[config.mk]
export PLATFORM = sky130hd
export DESIGN_NAME = keypad_scanner
export DESIGN_NICKNAME = d
export VERILOG_FILES = /design/src/rtl/keypad_pkg.sv /design/src/rtl/tick_gen.sv /design/src/rtl/keypad_scanner.sv
export SDC_FILE = /design/constraint.sdc
export NUM_CORES = 1
export LEC_CHECK = 0
export BUFFER_PORTS_ARGS = -buffer_cell sky130_fd_sc_hd__buf_4
export CORE_MARGIN = 2
export CORE_UTILIZATION = 59
export CTS_CLUSTER_DIAMETER = 100
export CTS_CLUSTER_SIZE = 20
export DETAILED_ROUTE_END_ITERATION = 16
export GPL_TIMING_DRIVEN = 0
export PLACE_DENSITY = 0.78
export SYNTH_ARGS = -nofsm -noshare
export SYNTH_HDL_FRONTEND = slang
export SYNTH_HIERARCHICAL = 1
export SYNTH_SLANG_ARGS = --single-unit
export TNS_END_PERCENT = 1
[constraint.sdc]
create_clock -name clk -period 3.55 [get_ports clk]
set_clock_uncertainty 0.2 [all_clocks]
set_input_delay 0.71 -clock clk [delete_from_list [all_inputs] [get_ports clk]]
set_output_delay 0.71 -clock clk [all_outputs]
set_load 0.01 [all_outputs]
[src/rtl/keypad_pkg.sv]
// Shared definitions for the 4x4 keypad scanner: FSM encoding, geometry,
// column reset pattern and the row/column-to-key-code helpers.
package keypad_pkg;

  localparam int NUM_ROWS = 4;
  localparam int NUM_COLS = 4;

  localparam logic [NUM_COLS-1:0] COL_RESET = 4'b1110;
  localparam logic [NUM_ROWS-1:0] ROWS_IDLE = 4'b1111;

  typedef enum logic [1:0] {
    ST_SCAN       = 2'd0,
    ST_PRESS_DB   = 2'd1,
    ST_HELD       = 2'd2,
    ST_RELEASE_DB = 2'd3
  } state_e;

  // Index of the lowest-numbered low (active) bit; lowest index wins on ties.
  function automatic logic [1:0] low_index(input logic [3:0] v);
    logic [1:0] idx;
    casez (v)
      4'b???0: idx = 2'd0;
      4'b??01: idx = 2'd1;
      4'b?011: idx = 2'd2;
      4'b0111: idx = 2'd3;
      default: idx = 2'd0;
    endcase
    return idx;
  endfunction

  // key_code = row_index*4 + col_index, with lowest-row priority.
  function automatic logic [3:0] key_code_of(input logic [NUM_ROWS-1:0] row_pat,
                                             input logic [NUM_COLS-1:0] col_pat);
    return {low_index(row_pat), low_index(col_pat)};
  endfunction

  // Next column in the scan rotation: 1110 -> 1101 -> 1011 -> 0111 -> 1110.
  function automatic logic [NUM_COLS-1:0] col_advance(input logic [NUM_COLS-1:0] c);
    return {c[NUM_COLS-2:0], c[NUM_COLS-1]};
  endfunction

endpackage

[src/rtl/tick_gen.sv]
// Free-running prescaler: tick_o is high for one clk every SCAN_DIV clks.
module tick_gen #(
  parameter int SCAN_DIV = 100000
) (
  input  logic clk_i,
  input  logic reset_i,
  output logic tick_o
);

  localparam int CW = $clog2(SCAN_DIV);
  localparam logic [CW-1:0] LAST = CW'(SCAN_DIV - 1);

  logic [CW-1:0] cnt_q;
  logic [CW-1:0] cnt_d;

  // Next count: wrap to zero after the last position of the period.
  always_comb begin
    cnt_d = cnt_q;
    if (cnt_q == LAST) begin
      cnt_d = '0;
    end else begin
      cnt_d = cnt_q + CW'(1);
    end
  end

  // Prescaler register; runs regardless of the scanner state.
  always_ff @(posedge clk_i) begin
    if (reset_i) begin
      cnt_q <= '0;
    end else begin
      cnt_q <= cnt_d;
    end
  end

  assign tick_o = (cnt_q == LAST);

endmodule

[src/rtl/keypad_scanner.sv]
// 4x4 matrix keypad scanner: drives one column low at a time, debounces
// press and release on scan ticks, and reports the accepted key code.
module keypad_scanner
  import keypad_pkg::*;
#(
  parameter int SCAN_DIV       = 100000,
  parameter int DEBOUNCE_TICKS = 4
) (
  input  logic                clk,
  input  logic                reset,
  input  logic [NUM_ROWS-1:0] row,
  output logic [NUM_COLS-1:0] col,
  output logic [3:0]          key_code,
  output logic                key_valid,
  output logic                key_held
);

  logic                tick_s;
  logic [NUM_ROWS-1:0] sync1_q;
  logic [NUM_ROWS-1:0] sync2_q;
  logic [NUM_ROWS-1:0] rs;
  logic [NUM_ROWS-1:0] pat_q;
  logic [7:0]          cnt_q;
  logic                db_done_s;
  state_e              state_q;
  logic [NUM_COLS-1:0] col_q;
  logic [3:0]          key_code_q;
  logic                key_valid_q;
  logic                key_held_q;

  tick_gen #(
    .SCAN_DIV (SCAN_DIV)
  ) u_tick_gen (
    .clk_i   (clk),
    .reset_i (reset),
    .tick_o  (tick_s)
  );

  // Two-flop synchronizer for the asynchronous, pulled-up row lines.
  always_ff @(posedge clk) begin
    if (reset) begin
      sync1_q <= ROWS_IDLE;
      sync2_q <= ROWS_IDLE;
    end else begin
      sync1_q <= row;
      sync2_q <= sync1_q;
    end
  end

  assign rs = sync2_q;

  // The sample taken on this tick completes the debounce window.
  always_comb begin
    db_done_s = 1'b0;
    if (({1'b0, cnt_q} + 9'd1) >= 9'(DEBOUNCE_TICKS)) begin
      db_done_s = 1'b1;
    end else begin
      db_done_s = 1'b0;
    end
  end

  // Scan/debounce FSM with registered column drive and key outputs.
  always_ff @(posedge clk) begin
    if (reset) begin
      state_q     <= ST_SCAN;
      col_q       <= COL_RESET;
      pat_q       <= ROWS_IDLE;
      cnt_q       <= 8'd0;
      key_code_q  <= 4'd0;
      key_valid_q <= 1'b0;
      key_held_q  <= 1'b0;
    end else begin
      key_valid_q <= 1'b0;
      if (tick_s) begin
        case (state_q)
          ST_SCAN: begin
            if (rs == ROWS_IDLE) begin
              col_q <= col_advance(col_q);
            end else begin
              pat_q   <= rs;
              cnt_q   <= 8'd1;
              state_q <= ST_PRESS_DB;
            end
          end
          ST_PRESS_DB: begin
            if (rs == pat_q) begin
              if (db_done_s) begin
                state_q     <= ST_HELD;
                key_valid_q <= 1'b1;
                key_held_q  <= 1'b1;
                key_code_q  <= key_code_of(pat_q, col_q);
              end else begin
                cnt_q <= cnt_q + 8'd1;
              end
            end else begin
              // Bounce or early release: abandon and move on to the next column.
              state_q <= ST_SCAN;
              col_q   <= col_advance(col_q);
            end
          end
          ST_HELD: begin
            // Any other key pressed meanwhile is ignored; only a full release counts.
            if (rs == ROWS_IDLE) begin
              cnt_q   <= 8'd1;
              state_q <= ST_RELEASE_DB;
            end
          end
          ST_RELEASE_DB: begin
            if (rs == ROWS_IDLE) begin
              if (db_done_s) begin
                state_q    <= ST_SCAN;
                key_held_q <= 1'b0;
                col_q      <= col_advance(col_q);
              end else begin
                cnt_q <= cnt_q + 8'd1;
              end
            end else begin
              state_q <= ST_HELD;
            end
          end
          default: begin
            state_q    <= ST_SCAN;
            col_q      <= COL_RESET;
            key_held_q <= 1'b0;
          end
        endcase
      end
    end
  end

  assign col       = col_q;
  assign key_code  = key_code_q;
  assign key_valid = key_valid_q;
  assign key_held  = key_held_q;

endmodule

# Word-level counts from Yosys, hierarchy flattened
# Cells that the tools add are included.
[classes]
addsub = 3
mul = 0
div = 0
order_cmp = 1
n_eq_ne = 22
shifts = 0
muxes = 27
n_bitwise = 4
reduce_logical = 11
[ops]
columns = ["op", "n"]
rows = [
  ["8-bit two-way mux", 5],
  ["8-bit one-hot mux with 4 select lines", 1],
  ["17-bit by 1-bit adder with 17-bit output, second input constant", 1],
  ["17-bit == test, second input constant", 1],
  ["4-bit two-way mux", 4],
  ["2-bit inequality test, second input constant", 8],
  ["2-bit two-way mux", 6],
  ["2-bit one-hot mux with 3 select lines", 2],
  ["4-bit one-hot mux with 3 select lines", 1],
  ["6-bit AND reduction", 2],
  ["5-bit AND reduction", 2],
  ["8-bit by 1-bit adder with 9-bit output, second input constant", 1],
  ["9-bit by 3-bit greater-or-equal comparator with 1-bit output, second input constant", 1],
  ["8-bit by 1-bit adder with 8-bit output, second input constant", 1],
  ["4-bit by 3-bit == test with 1-bit output, second input constant", 2],
  ["2-bit one-hot mux with 4 select lines", 1],
  ["2-bit by 1-bit == test with 1-bit output, second input constant", 3],
  ["3-bit by 2-bit == test with 1-bit output, second input constant", 2],
  ["1-bit two-way mux", 6],
  ["3-bit inequality test, second input constant", 2],
  ["2-bit == test, second input constant", 2],
  ["4-bit == test", 1],
  ["4-bit == test, second input constant", 1],
  ["1-bit NOT", 4],
  ["8 further kinds", 8],
]
[totals]
regBits = 49
latchBits = 0
ramBits = 0
rom_bits = 0
input_bits = 6
out_inout_bits = 10
wordCells = 78
mem_count = 0

# Logic depth before layout (Yosys ltp)
[logic_depth]
ltp_word = 6
mapped_depth = 8
depth_no_buf = 7

# Modules after synthesis
# The synthesis kept the hierarchy.
[modules_own_cells]
columns = ["module", "instances", "cells_each", "area_each_um2", "seq_area_each_um2"]
rows = [
  ["keypad_scanner", 1, 154, 1455.1, 640.6],
  ["tick_gen", 1, 86, 762.0, 340.3],
]

# Least setup slack after synthesis
# Ideal clock, no wire load.
[synth_timing]
kind = "reg-to-reg"
from = "reg u_tick_gen.cnt_q[13]"
to = "reg key_code_q[2] (netlist: key_code[2])"
setup_time_ps = 71
t_arrival_ps = 2367
required_time_ps = 3279
slack_ps = 912
path_stages_with_launch = 8
n_path_buf = 1
period_less_slack_ps = 2638
path_cell_list = "dfxtp_1 or4b_1 nor4_2 clkbuf_2 inv_1 or4_4 or3_1 a21oi_1"
[synth_via]
elab_chain_len = 2
[synth_lines]
columns = ["item", "line_no", "text"]
rows = [
  ["from (decl)", "tick_gen.sv:13", "logic [CW-1:0] cnt_q;"],
  ["from (signal assigned)", "tick_gen.sv:31", "cnt_q <= cnt_d;"],
  ["17-bit == test", "tick_gen.sv:35", "assign tick_o = (cnt_q == LAST);"],
  ["net tick_s", "keypad_scanner.sv:18", "logic tick_s;"],
  ["4-bit AND reduction (no line)", "n/a", ""],
  ["to (signal assigned)", "keypad_scanner.sv:91", "key_code_q <= key_code_of(pat_q, col_q);"],
  ["to (decl)", "keypad_scanner.sv:27", "logic [3:0] key_code_q;"],
]
# The timed path passes the listed nets, and every way through them passes these cells.
# A chain may end at the register's enable or synchronous reset.

# Worst setup path in the final report
[layout_timing]
from = "reg u_tick_gen.cnt_q[0]"
to = "reg key_code_q[2] (netlist: key_code[2])"
# Same word-level chain as after synthesis.

==> flow_summary.ini <==
[power]
power_frac_seq_pct = 55.6
clkPwrFrac_pct = 40.4
ir_drop_mv = 0.3225
p_int_w = 0.0007893
switching_share_pct = 21.80
p_per_area_nw_per_um2 = 402.8
p_leak_nw = 0.9173
power_frac_comb_pct = 4.0
switchingPower_w = 0.0002201

[critical_path]
crit_chain = ha_1, nand4_1, nor4_2, clkbuf_2, inv_1, or4_4, or3_1, a21oi_1
crit_arrival_ps = 2950
regToRegSetupSlack_ps = 650
critPathKind = reg2reg
slowest_stage = or4_4
cp.required_ps = 3590
crit_fanout = 9
startpoint_type = flop
crit_path_end_kind = flop
r2r_start = u_tick_gen/cnt_q[0]
path_depth = 8
reg2reg_to = key_code[2]
cp_slowest_stage_delay_ps = 530
critPathBufInv = 2
rr_worst_depth = 8
critPathTopFamily = simple AND/OR/NAND/NOR gates
cp-startpoint = u_tick_gen/cnt_q[0]

[layout]
drive_above_1_share_pct = 17.49
diodes = 0
syn2layout_area_growth_pct = 13.04
fillers = 301
mostFrequentLayoutCell = dfxtp_1
multi_input_area_um2 = 1121
regArea_um2 = 980.9
final_cell_mix = dfxtp_1, nor2_1, xnor2_1
final_nets = 271

[yosys]
syn_avg_cell_area_um2 = 9.238
synth-seq-cells = 49
syn_nets = 249
synth_area_um2 = 2217
netlist_instances = 240
synth_top_flop_cell = dfxtp_1
yosysSeqAreaShare_pct = 44.24
async_reset_ff_share_pct = 0
yosys_warnings = 6
yosysUniqueCellTypes = 48
synth_edf_count = 0

[placement]
place_hpwl_um = 2809
gp_congestion = 0.8605
io_buffers = 15

[detailed_routing]
wirelength_um = 3906
remaining_drc_errors = 0
drtAntennaViolNets = 0
via_per_inst = 5.415
wl_per_cell_um = 12.56
first_pass_iters = 4
num_vias = 1684
drt_iter0_drc = 75

[timing]
tns_ps = 0
fmax_mhz = 344.4
tightestPinTransition_ps = 701.5
rsz0062_at_grt = no
slew_viol_final = 0
finalCritPeriodShare_pct = 81.80
holdWs_ps = 213.6
post-route-min-period_ps = 2904
max_slew_margin_pct = 52.64
setup_viol = 0
hold_viol = 0

[run]
drv_cap = 0

[cts]
cts-root-buf = clkbuf_8
cts_buffer_depth = 2
cts_tree = built
post_cts_resized = 0
cts_hold_buf = 0
cts_setup_buffers = 0
cts_buffers = 5
clk-insertion-delay-late_ps = 310
htreeDepth = 2
clk_pin_slew_ps = 90
cts.sinks = 49

[die]
fp.dieH_um = 65.30
core_um2 = 3633
initial_core_util_pct = 61.02
pin_count = 16
die_w_um = 65.30
dieArea_um2 = 4264
core.rowCount = 22

[grt]
overflow = 0
grt.total_usage_pct = 21.09
grt_pass1_wl_um = 6872
grt_max_degree = 18
antenna_found_initial = 0
grt_pass1_vias = 1600

[worst_hold_path]
hp-class = reg2reg
min_delay_worst_endpoint = rs[1]
min-delay-start = sync1_q[1]
worst_hold_path.num_cells = 1

[run_status]
status = complete, no violations
[sequential cells by signal, summed over array words and instances, names as in the netlist]
signal,flops
key_held,1
sync1_q,4
state_q,2
cnt_q,8
u_tick_gen/cnt_q,17
key_code,4
rs,4
pat_q,4
key_valid,1
col,4
[kinds of logic after synthesis]
family | Yosys count | share of synthesized area (%)
flip-flops | 49 | 44.24
XOR/XNOR | 21 | 8.296
adder cells (fa/ha/maj) | 3 | 1.693
multiplexers | 9 | 4.120
AO/OA/AOI/OAI | 28 | 9.256
AND/OR/NAND/NOR | 109 | 27.20
buffers and inverters | 21 | 5.191
[area by class of cell]
| cell class | count | share of cell area (%) |
|---|---|---|
| clock inverter | 3 | 1.897 |
| clock buffer | 5 | 2.746 |
| sequential | 49 | 39.14 |
| tap | 48 | 2.396 |
| multi-input combinational | 170 | 44.73 |
| inverter | 12 | 1.797 |
| timing repair buffer | 15 | 4.493 |
| buffer | 9 | 2.796 |
[synth_stat cells (all sizes together), types with 2 or more instances]
| master | count | share of area (%) |
|---|---|---|
| a21oi | 10 | 2.3 |
| and3 | 2 | 0.56 |
| buf | 6 | 2.3 |
| clkbuf | 2 | 0.39 |
| dfxtp | 49 | 44 |
| ha | 3 | 1.7 |
| inv | 11 | 1.9 |
| mux2i | 8 | 3.6 |
| nand2 | 18 | 3.0 |
| nand3 | 8 | 1.8 |
| nand4 | 8 | 2.5 |
| nand4b | 2 | 0.79 |
| nor2 | 29 | 4.9 |
| nor3 | 6 | 1.4 |
| nor3b | 7 | 2.6 |
| nor4 | 6 | 2.0 |
| o21ai | 7 | 1.6 |
| o311ai | 2 | 0.79 |
| o31ai | 3 | 1.0 |
| or2 | 10 | 2.8 |
| or3 | 3 | 0.85 |
| or4 | 3 | 1.2 |
| or4bb | 2 | 1.0 |
| xnor2 | 19 | 7.5 |
| xor2 | 2 | 0.79 |
[metal layers]
metal / vias to the layer above / share of wire [%] / global-route usage, %
met4: 0 / 2.4 / 9.635
met5: - / 0 / 0
met1: 772 / 44 / 23.91
met2: 25 / 50 / 37.24
li1: 880 / - / -
met3: 7 / 3.3 / 5.137
[worst register-to-register path, delay by kind of cell (launching register included)]
family | cells | cell delay [ps]
flops | 1 | 380
simple gates | 4 | 1530
compound gates | 1 | 150
fa+ha+maj | 1 | 220
buf+inv | 2 | 370
[worst max path at each step]
stage | endpoint | slack, ps
global placement | key_code[0] | 660
global route | key_code[2] | 500
detailed placement | key_code[2] | 650
floorplan | key_code[2] | 910
finish | key_code[2] | 650
CTS | key_code[2] | 630
[metrics by stage]
step	utilization (%)	instance area, um2	worst slack [ps]	power (W)	instances
floorplan	-	2217	911.8	0.0006026	240
global placement	65.77	2390	662.4	0.0006142	303
detailed placement	65.77	2390	647.1	0.0006145	303
CTS	68.97	2506	633.3	0.001019	311
global route	68.97	2506	496.9	0.001047	311
finish	68.97	2506	646.0	0.001009	311
[power by group through the flow]
stage	clock network (W)	logic, W	registers [W]
2_1_floorplan	0	0.0000295	0.000573
6_report	0.000408	0.0000407	0.000561
5_1_grt	0.000439	0.0000456	0.000562
4_1_cts	0.000417	0.0000408	0.000561
3_5_place_dp	0	0.0000405	0.000574
3_3_place_gp	0	0.0000404	0.000574
(Power assumes the default switching activity.)
